<file path="src/rtl/axi4_burst_traffic_pkg.sv">
// Shared types and helpers for the AXI4 burst traffic master.
// The write data pattern and the read-back check both use expected_beat().
package axi4_burst_traffic_pkg;

    typedef enum logic [1:0] {
        ST_IDLE,
        ST_WRITE,
        ST_READ,
        ST_DONE
    } state_t;

    localparam logic [1:0] AXI_BURST_INCR = 2'b01;
    localparam logic [1:0] AXI_RESP_OKAY  = 2'b00;

    // Beat k of burst b carries b*burst_len + k + 1.
    function automatic logic [63:0] expected_beat(
        input logic [31:0] b,
        input logic [31:0] k,
        input logic [31:0] burst_len
    );
        expected_beat = {32'd0, b * burst_len + k + 32'd1};
    endfunction

endpackage

</file>
<file path="src/rtl/axi4_burst_traffic_ctr.sv">
// Burst/beat counter pair with terminal-count flags. Counts advance on their
// increment strobes only, so they hold still while the channel is stalled.
module axi4_burst_traffic_ctr #(
    parameter int BURST_LEN  = 8,
    parameter int NUM_BURSTS = 4
) (
    input  logic       clk,
    input  logic       rst_n,
    input  logic       clr,
    input  logic       beat_inc,
    input  logic       burst_inc,
    output logic [7:0] beat,
    output logic [5:0] burst,
    output logic       beat_last,
    output logic       burst_last
);

    localparam logic [7:0] LAST_BEAT  = 8'(BURST_LEN - 1);
    localparam logic [5:0] LAST_BURST = 6'(NUM_BURSTS - 1);

    assign beat_last  = (beat == LAST_BEAT);
    assign burst_last = (burst == LAST_BURST);

    always_ff @(posedge clk or negedge rst_n) begin
        if (!rst_n) begin
            beat  <= '0;
            burst <= '0;
        end else if (clr) begin
            beat  <= '0;
            burst <= '0;
        end else begin
            if (beat_inc) begin
                beat <= beat_last ? 8'd0 : beat + 8'd1;
            end
            if (burst_inc) begin
                burst <= burst_last ? 6'd0 : burst + 6'd1;
            end
        end
    end

endmodule

</file>
<file path="src/rtl/axi4_burst_traffic_master.sv">
// AXI4 master: writes NUM_BURSTS INCR bursts, reads them back and checks every beat.
// AWVALID rises 2 cycles after the INIT edge; one burst outstanding, VALIDs held until READY.
module axi4_burst_traffic_master #(
    parameter logic [31:0] C_M_TARGET_SLAVE_BASE_ADDR = 32'h0000_0000,
    parameter int          C_M_AXI_BURST_LEN          = 8,
    parameter int          C_M_AXI_ID_WIDTH           = 1,
    parameter int          C_M_AXI_ADDR_WIDTH         = 32,
    parameter int          C_M_AXI_DATA_WIDTH         = 32,
    parameter int          C_NUM_BURSTS               = 4
) (
    input  logic                            ACLK,
    input  logic                            ARESETN,
    input  logic                            INIT_AXI_TXN,
    output logic                            TXN_DONE,
    output logic                            ERROR,
    output logic [C_M_AXI_ID_WIDTH-1:0]     M_AXI_AWID,
    output logic [C_M_AXI_ADDR_WIDTH-1:0]   M_AXI_AWADDR,
    output logic [7:0]                      M_AXI_AWLEN,
    output logic [2:0]                      M_AXI_AWSIZE,
    output logic [1:0]                      M_AXI_AWBURST,
    output logic                            M_AXI_AWVALID,
    input  logic                            M_AXI_AWREADY,
    output logic [C_M_AXI_DATA_WIDTH-1:0]   M_AXI_WDATA,
    output logic [C_M_AXI_DATA_WIDTH/8-1:0] M_AXI_WSTRB,
    output logic                            M_AXI_WLAST,
    output logic                            M_AXI_WVALID,
    input  logic                            M_AXI_WREADY,
    input  logic [C_M_AXI_ID_WIDTH-1:0]     M_AXI_BID,
    input  logic [1:0]                      M_AXI_BRESP,
    input  logic                            M_AXI_BVALID,
    output logic                            M_AXI_BREADY,
    output logic [C_M_AXI_ID_WIDTH-1:0]     M_AXI_ARID,
    output logic [C_M_AXI_ADDR_WIDTH-1:0]   M_AXI_ARADDR,
    output logic [7:0]                      M_AXI_ARLEN,
    output logic [2:0]                      M_AXI_ARSIZE,
    output logic [1:0]                      M_AXI_ARBURST,
    output logic                            M_AXI_ARVALID,
    input  logic                            M_AXI_ARREADY,
    input  logic [C_M_AXI_ID_WIDTH-1:0]     M_AXI_RID,
    input  logic [C_M_AXI_DATA_WIDTH-1:0]   M_AXI_RDATA,
    input  logic [1:0]                      M_AXI_RRESP,
    input  logic                            M_AXI_RLAST,
    input  logic                            M_AXI_RVALID,
    output logic                            M_AXI_RREADY
);
    import axi4_burst_traffic_pkg::*;

    localparam int AW = C_M_AXI_ADDR_WIDTH;
    localparam int DW = C_M_AXI_DATA_WIDTH;
    localparam logic [AW-1:0] BASE   = AW'(C_M_TARGET_SLAVE_BASE_ADDR);
    localparam logic [AW-1:0] STRIDE = AW'(C_M_AXI_BURST_LEN * (DW / 8));

    state_t state;
    logic   init_q, issue;
    logic   awvalid, wvalid, bready, arvalid, rready, txn_done, error;
    logic   start, launch, w_fire, b_fire, r_fire, r_bad;
    logic [7:0]    wr_beat, rd_beat;
    logic [5:0]    wr_burst, rd_burst;
    logic          wr_beat_last, wr_burst_last, rd_beat_last, rd_burst_last;
    logic [DW-1:0] exp_rdata;
    logic          unused_ids;

    assign start  = INIT_AXI_TXN & ~init_q;
    assign launch = start & ((state == ST_IDLE) | (state == ST_DONE));
    assign w_fire = wvalid & M_AXI_WREADY;
    assign b_fire = bready & M_AXI_BVALID;
    assign r_fire = rready & M_AXI_RVALID;

    axi4_burst_traffic_ctr #(.BURST_LEN(C_M_AXI_BURST_LEN), .NUM_BURSTS(C_NUM_BURSTS)) u_wr_ctr (
        .clk(ACLK), .rst_n(ARESETN), .clr(launch),
        .beat_inc(w_fire), .burst_inc(b_fire),
        .beat(wr_beat), .burst(wr_burst),
        .beat_last(wr_beat_last), .burst_last(wr_burst_last)
    );

    axi4_burst_traffic_ctr #(.BURST_LEN(C_M_AXI_BURST_LEN), .NUM_BURSTS(C_NUM_BURSTS)) u_rd_ctr (
        .clk(ACLK), .rst_n(ARESETN), .clr(launch),
        .beat_inc(r_fire), .burst_inc(r_fire & rd_beat_last),
        .beat(rd_beat), .burst(rd_burst),
        .beat_last(rd_beat_last), .burst_last(rd_burst_last)
    );

    // Payloads are functions of the counters, which only move on handshakes.
    assign exp_rdata = DW'(expected_beat(32'(rd_burst), 32'(rd_beat), 32'(C_M_AXI_BURST_LEN)));
    assign r_bad     = (M_AXI_RDATA != exp_rdata) | (M_AXI_RRESP != AXI_RESP_OKAY)
                     | (M_AXI_RLAST != rd_beat_last);

    always_ff @(posedge ACLK or negedge ARESETN) begin
        if (!ARESETN) begin
            state    <= ST_IDLE;
            init_q   <= 1'b0;
            issue    <= 1'b0;
            awvalid  <= 1'b0;
            wvalid   <= 1'b0;
            bready   <= 1'b0;
            arvalid  <= 1'b0;
            rready   <= 1'b0;
            txn_done <= 1'b0;
            error    <= 1'b0;
        end else begin
            init_q <= INIT_AXI_TXN;
            case (state)
                ST_IDLE, ST_DONE: begin
                    if (start) begin
                        state    <= ST_WRITE;
                        issue    <= 1'b1;
                        txn_done <= 1'b0;
                        error    <= 1'b0;
                    end
                end
                ST_WRITE: begin
                    if (issue) begin
                        issue   <= 1'b0;
                        awvalid <= 1'b1;
                        wvalid  <= 1'b1;
                    end
                    if (awvalid && M_AXI_AWREADY) begin
                        awvalid <= 1'b0;
                    end
                    if (w_fire && wr_beat_last) begin
                        wvalid <= 1'b0;
                        bready <= 1'b1;
                    end
                    if (b_fire) begin
                        bready <= 1'b0;
                        if (M_AXI_BRESP != AXI_RESP_OKAY) begin
                            error <= 1'b1;
                        end
                        if (wr_burst_last) begin
                            state   <= ST_READ;
                            arvalid <= 1'b1;
                            rready  <= 1'b1;
                        end else begin
                            awvalid <= 1'b1;
                            wvalid  <= 1'b1;
                        end
                    end
                end
                ST_READ: begin
                    if (arvalid && M_AXI_ARREADY) begin
                        arvalid <= 1'b0;
                    end
                    if (r_fire) begin
                        if (r_bad) begin
                            error <= 1'b1;
                        end
                        if (rd_beat_last) begin
                            if (rd_burst_last) begin
                                state    <= ST_DONE;
                                rready   <= 1'b0;
                                txn_done <= 1'b1;
                            end else begin
                                arvalid <= 1'b1;
                            end
                        end
                    end
                end
                default: state <= ST_IDLE;
            endcase
        end
    end

    assign TXN_DONE      = txn_done;
    assign ERROR         = error;
    assign M_AXI_AWID    = '0;
    assign M_AXI_AWADDR  = BASE + AW'(wr_burst) * STRIDE;
    assign M_AXI_AWLEN   = 8'(C_M_AXI_BURST_LEN - 1);
    assign M_AXI_AWSIZE  = 3'($clog2(DW / 8));
    assign M_AXI_AWBURST = AXI_BURST_INCR;
    assign M_AXI_AWVALID = awvalid;
    assign M_AXI_WDATA   = DW'(expected_beat(32'(wr_burst), 32'(wr_beat), 32'(C_M_AXI_BURST_LEN)));
    assign M_AXI_WSTRB   = '1;
    assign M_AXI_WLAST   = wr_beat_last;
    assign M_AXI_WVALID  = wvalid;
    assign M_AXI_BREADY  = bready;
    assign M_AXI_ARID    = '0;
    assign M_AXI_ARADDR  = BASE + AW'(rd_burst) * STRIDE;
    assign M_AXI_ARLEN   = 8'(C_M_AXI_BURST_LEN - 1);
    assign M_AXI_ARSIZE  = 3'($clog2(DW / 8));
    assign M_AXI_ARBURST = AXI_BURST_INCR;
    assign M_AXI_ARVALID = arvalid;
    assign M_AXI_RREADY  = rready;

    // Response IDs are not checked: only ID 0 is ever issued.
    assign unused_ids = ^{M_AXI_BID, M_AXI_RID};

endmodule

</file>
<file path="config.mk">
export PLATFORM = sky130hd
export DESIGN_NAME = axi4_burst_traffic_master
export DESIGN_NICKNAME = d
export VERILOG_FILES = /design/src/rtl/axi4_burst_traffic_pkg.sv /design/src/rtl/axi4_burst_traffic_ctr.sv /design/src/rtl/axi4_burst_traffic_master.sv
export SDC_FILE = /design/constraint.sdc
export NUM_CORES = 1
export LEC_CHECK = 0
export ABC_AREA = 1
export BUFFER_PORTS_ARGS = -buffer_cell sky130_fd_sc_hd__buf_2
export CAP_MARGIN = 5
export CORE_MARGIN = 5
export CORE_UTILIZATION = 47
export DETAILED_ROUTE_END_ITERATION = 12
export GPL_TIMING_DRIVEN = 1
export PLACE_DENSITY = 0.81
export SKIP_CTS_REPAIR_TIMING = 1
export SLEW_MARGIN = 20
export SYNTH_ARGS = -nofsm -noshare
export SYNTH_HDL_FRONTEND = slang
export SYNTH_SLANG_ARGS = --single-unit
</file>
<file path="constraint.sdc">
create_clock -name ACLK -period 2 [get_ports ACLK]
set_clock_uncertainty 0.2 [all_clocks]
set_input_delay 0.2 -clock ACLK [delete_from_list [all_inputs] [get_ports ACLK]]
set_output_delay 0.2 -clock ACLK [all_outputs]
set_load 0.05 [all_outputs]
</file>
==> results by group <==
Synth
  • Post-synth EDFFs: 0
  • Distinct cells, synth: 40
  • Post-synth top area share: 26.1%
  • Yosys reg bits: 39
  • Sequential fraction of the synthesis area: 26.1%
  • Top-count cell post-synth: buf_4
  • Area leader, netlist: dfrtp_1
  • Post-Syn Instances: 520
  • Synthesized area per cell: 7.20 sq um
  • Top cells by area, synth: dfrtp_1 (26%), buf_4 (21%), nand2_1 (10%)
  • Syn. warnings: 0
  • Post-synthesis async set-or-reset flop share: 100%
  • Area of the mapped netlist: 0.00374 sq mm
  • Synth Flop Type: dfrtp_1
  • Commonest cells post-synth: buf_4 (106), nand2_1 (100), inv_1 (66), nor2_1 (48), dfrtp_1 (39)

Global route
  • Vias in the first global route: 3,177
  • Antenna violations before repair: 0
  • First-pass GRT wire length: 13,800 microns
  • Largest net degree at the start of global routing: 21
  • Total Routing Usage GR: 16.8%
  • Remaining global-route overflow: 0

STA
  • Final WS setup: -0.349 ns
  • Final worst path period share: 117%
  • Final hold violation count: 0
  • # setup viols final: 6
  • Hold Slack: 0.0187 ns
  • Period minus WS final: 2.35 ns
  • Fmax: 0.426 GHz
  • Slew HR: 66.1%
  • Slew at the pin closest to its max-slew limit: 0.509 ns
  • Final slew viol count: 0
  • RSZ-0062 raised after global routing: yes

Route
  • Top sig layer: met4
  • DR pass1 iterations: 4
  • Final ANT Viol Nets: 0
  • Number of vias per cell: 4.59
  • Wire per inst: 12.3 microns
  • Detailed Route WL: 9140 microns
  • Vias: 3,423
  • # DRC: 0
  • Starting DRT DRC Count: 140
  • Routed wl met3: 592 microns
  • Wl on met1: 3460 microns
  • Metal2 WL: 4930 microns

Run status
  • Failing checks: setup timing
  • Status: complete, but fails checks

Floorplanning
  • CORE AREA: 0.00773 sq mm
  • Core Rows: 32
  • Die Span X: 99.2 microns
  • Total Die Area: 0.00985 sq mm
  • Die height: 99.2 microns
  • I/O pins: 183
  • Initial core utilization: 48.4%

Setup path
  • CP Launch Type: flop
  • Cells on worst reg2reg path: 11
  • Worst-path fanout max: 3
  • Setup CP Type: flop to output port
  • WP data required: 1.60 ns
  • Critical Path End Type: output port
  • Crit path DAT: 1.95 ns
  • R2r setup slk: 0.03 ns

Final layout
  • Post-layout net count: 706
  • Final Util: 60.3%
  • Share of cells above drive strength 1: 29.9%
  • Ant diodes: 0
  • Layout area overhead: 24.5%

Placement
  • Routability Congestion: 0.886
  • Port Buf Inserts: 74
  • Dpl ws: -0.166 ns
  • Dpl hpwl: 7220 microns

CTS
  • Clock sinks: 39
  • Total CTS buffers: 5
  • H-tree levels: 2
  • Clock Latency Late Sink: 0.30 ns
  • Worst-path clk slew: 0.07 ns
  • CTS tree: yes
  • Maximum clock path buffer count: 2
  • CTS Root Cell: clkbuf_8

Min path
  • Hold crit path type: input pin to flop
  • Hold Path Stages: 3

Pwr
  • Worst VDD drop: 0.00129 V
  • Leak Pwr: 2.53 nW
  • PwrDens: 1280 mW/mm^2

Flow run
  • Max-cap viol count: 0
-- final timing paths --
| kind | startpoint | to |
|---|---|---|
| hold reg to reg | TXN_DONE | TXN_DONE |
| setup reg to reg | u_wr_ctr.burst[0] | M_AXI_ARVALID |
| setup / recovery | u_wr_ctr.burst[0] | M_AXI_WDATA[8] |
| min in group asynchronous | ARESETN | u_wr_ctr.beat[3] |
| hold / removal | M_AXI_AWREADY | M_AXI_AWVALID |
| max in group asynchronous | ARESETN | u_wr_ctr.burst[3] |
-- sequential cells by signal, indices dropped and copies added (netlist names), 2 cells and up --
name / flops
u_rd_ctr.beat: 8
u_rd_ctr.burst: 6
u_wr_ctr.burst: 6
state: 2
u_wr_ctr.beat: 8
-- per-stage QoR --
step                      TNS [ns]  instances  total power, W  instance area (sq um)
after floorplan              -1.01        624         0.00417                   4290
after global placement      -0.256        727         0.00488                   4250
after detailed placement    -0.529        727         0.00497                   4250
after CTS                    -2.43        735         0.00551                   4330
after global routing         -2.43        745         0.00636                   4660
final                        -1.58        745         0.00596                   4660
-- power by group --
part / total [W] / switching [W] / internal, W
registers: 0.00129 / 0.000234 / 0.00105
logic: 0.00415 / 0.00279 / 0.00136
clock network: 0.000522 / 0.000275 / 0.000248
total: 0.00596 / 0.00330 / 0.00266
-- cell type report --
class                   instances  area [sq um]
well taps                     102           128
repair buffers                120           793
flip-flops and latches         39           988
inverters                      66           248
fillers                       684          3070
clock buffers                   8          80.1
multi-input cells             410          2420
-- critical path, cell delays in order, from the launching register on --
cell,delay (ns)
dfrtp_2,0.43
ha_4,0.25
buf_6,0.11
a21o_1,0.21
nand4_1,0.09
o211ai_1,0.19
xor2_4,0.20
buf_6,0.17
-- placed cells by master (no fill, tap or decap), types with 5 or more instances in the layout --
cell / synthesis / routed
o21ai_0: 21 / 16
o21ai_2: 2 / 5
conb_1: 2 / 106
nand2_2: 0 / 7
clkbuf_8: 1 / 5
a21oi_1: 21 / 15
nand3_1: 23 / 20
nor3_1: 6 / 5
xor2_1: 13 / 8
nor2_1: 48 / 43
dfrtp_1: 39 / 29
buf_2: 0 / 66
buf_4: 106 / 41
dfrtp_2: 0 / 10
inv_1: 66 / 65
buf_6: 1 / 8
o21ai_1: 5 / 7
a21oi_2: 0 / 6
nand4_1: 9 / 9
nand2_1: 100 / 91
ha_4: 0 / 11
-- logic make-up (layout without fill, tap and decap cells) --
family / after synthesis / count (layout) / share of synthesized area [%]
DFF: 39 / 39 / 26.1
xor gates and xnor gates: 16 / 16 / 3.74
other: 2 / 106 / 0.201
adders and majority gates: 17 / 17 / 5.68
AOI/OAI and AO/OA: 70 / 70 / 11.1
and+or+nand+nor: 201 / 201 / 24.6
buffers and inverters: 175 / 194 / 28.7
-- metal layers --
layer,vias to the layer above,GRT usage (%)
met5,-,0
met4,0,4.10
met3,14,2.95
met2,120,31.4
met1,1588,19.7
li1,1701,-
Note: power is estimated with default switching activity, not from simulation.
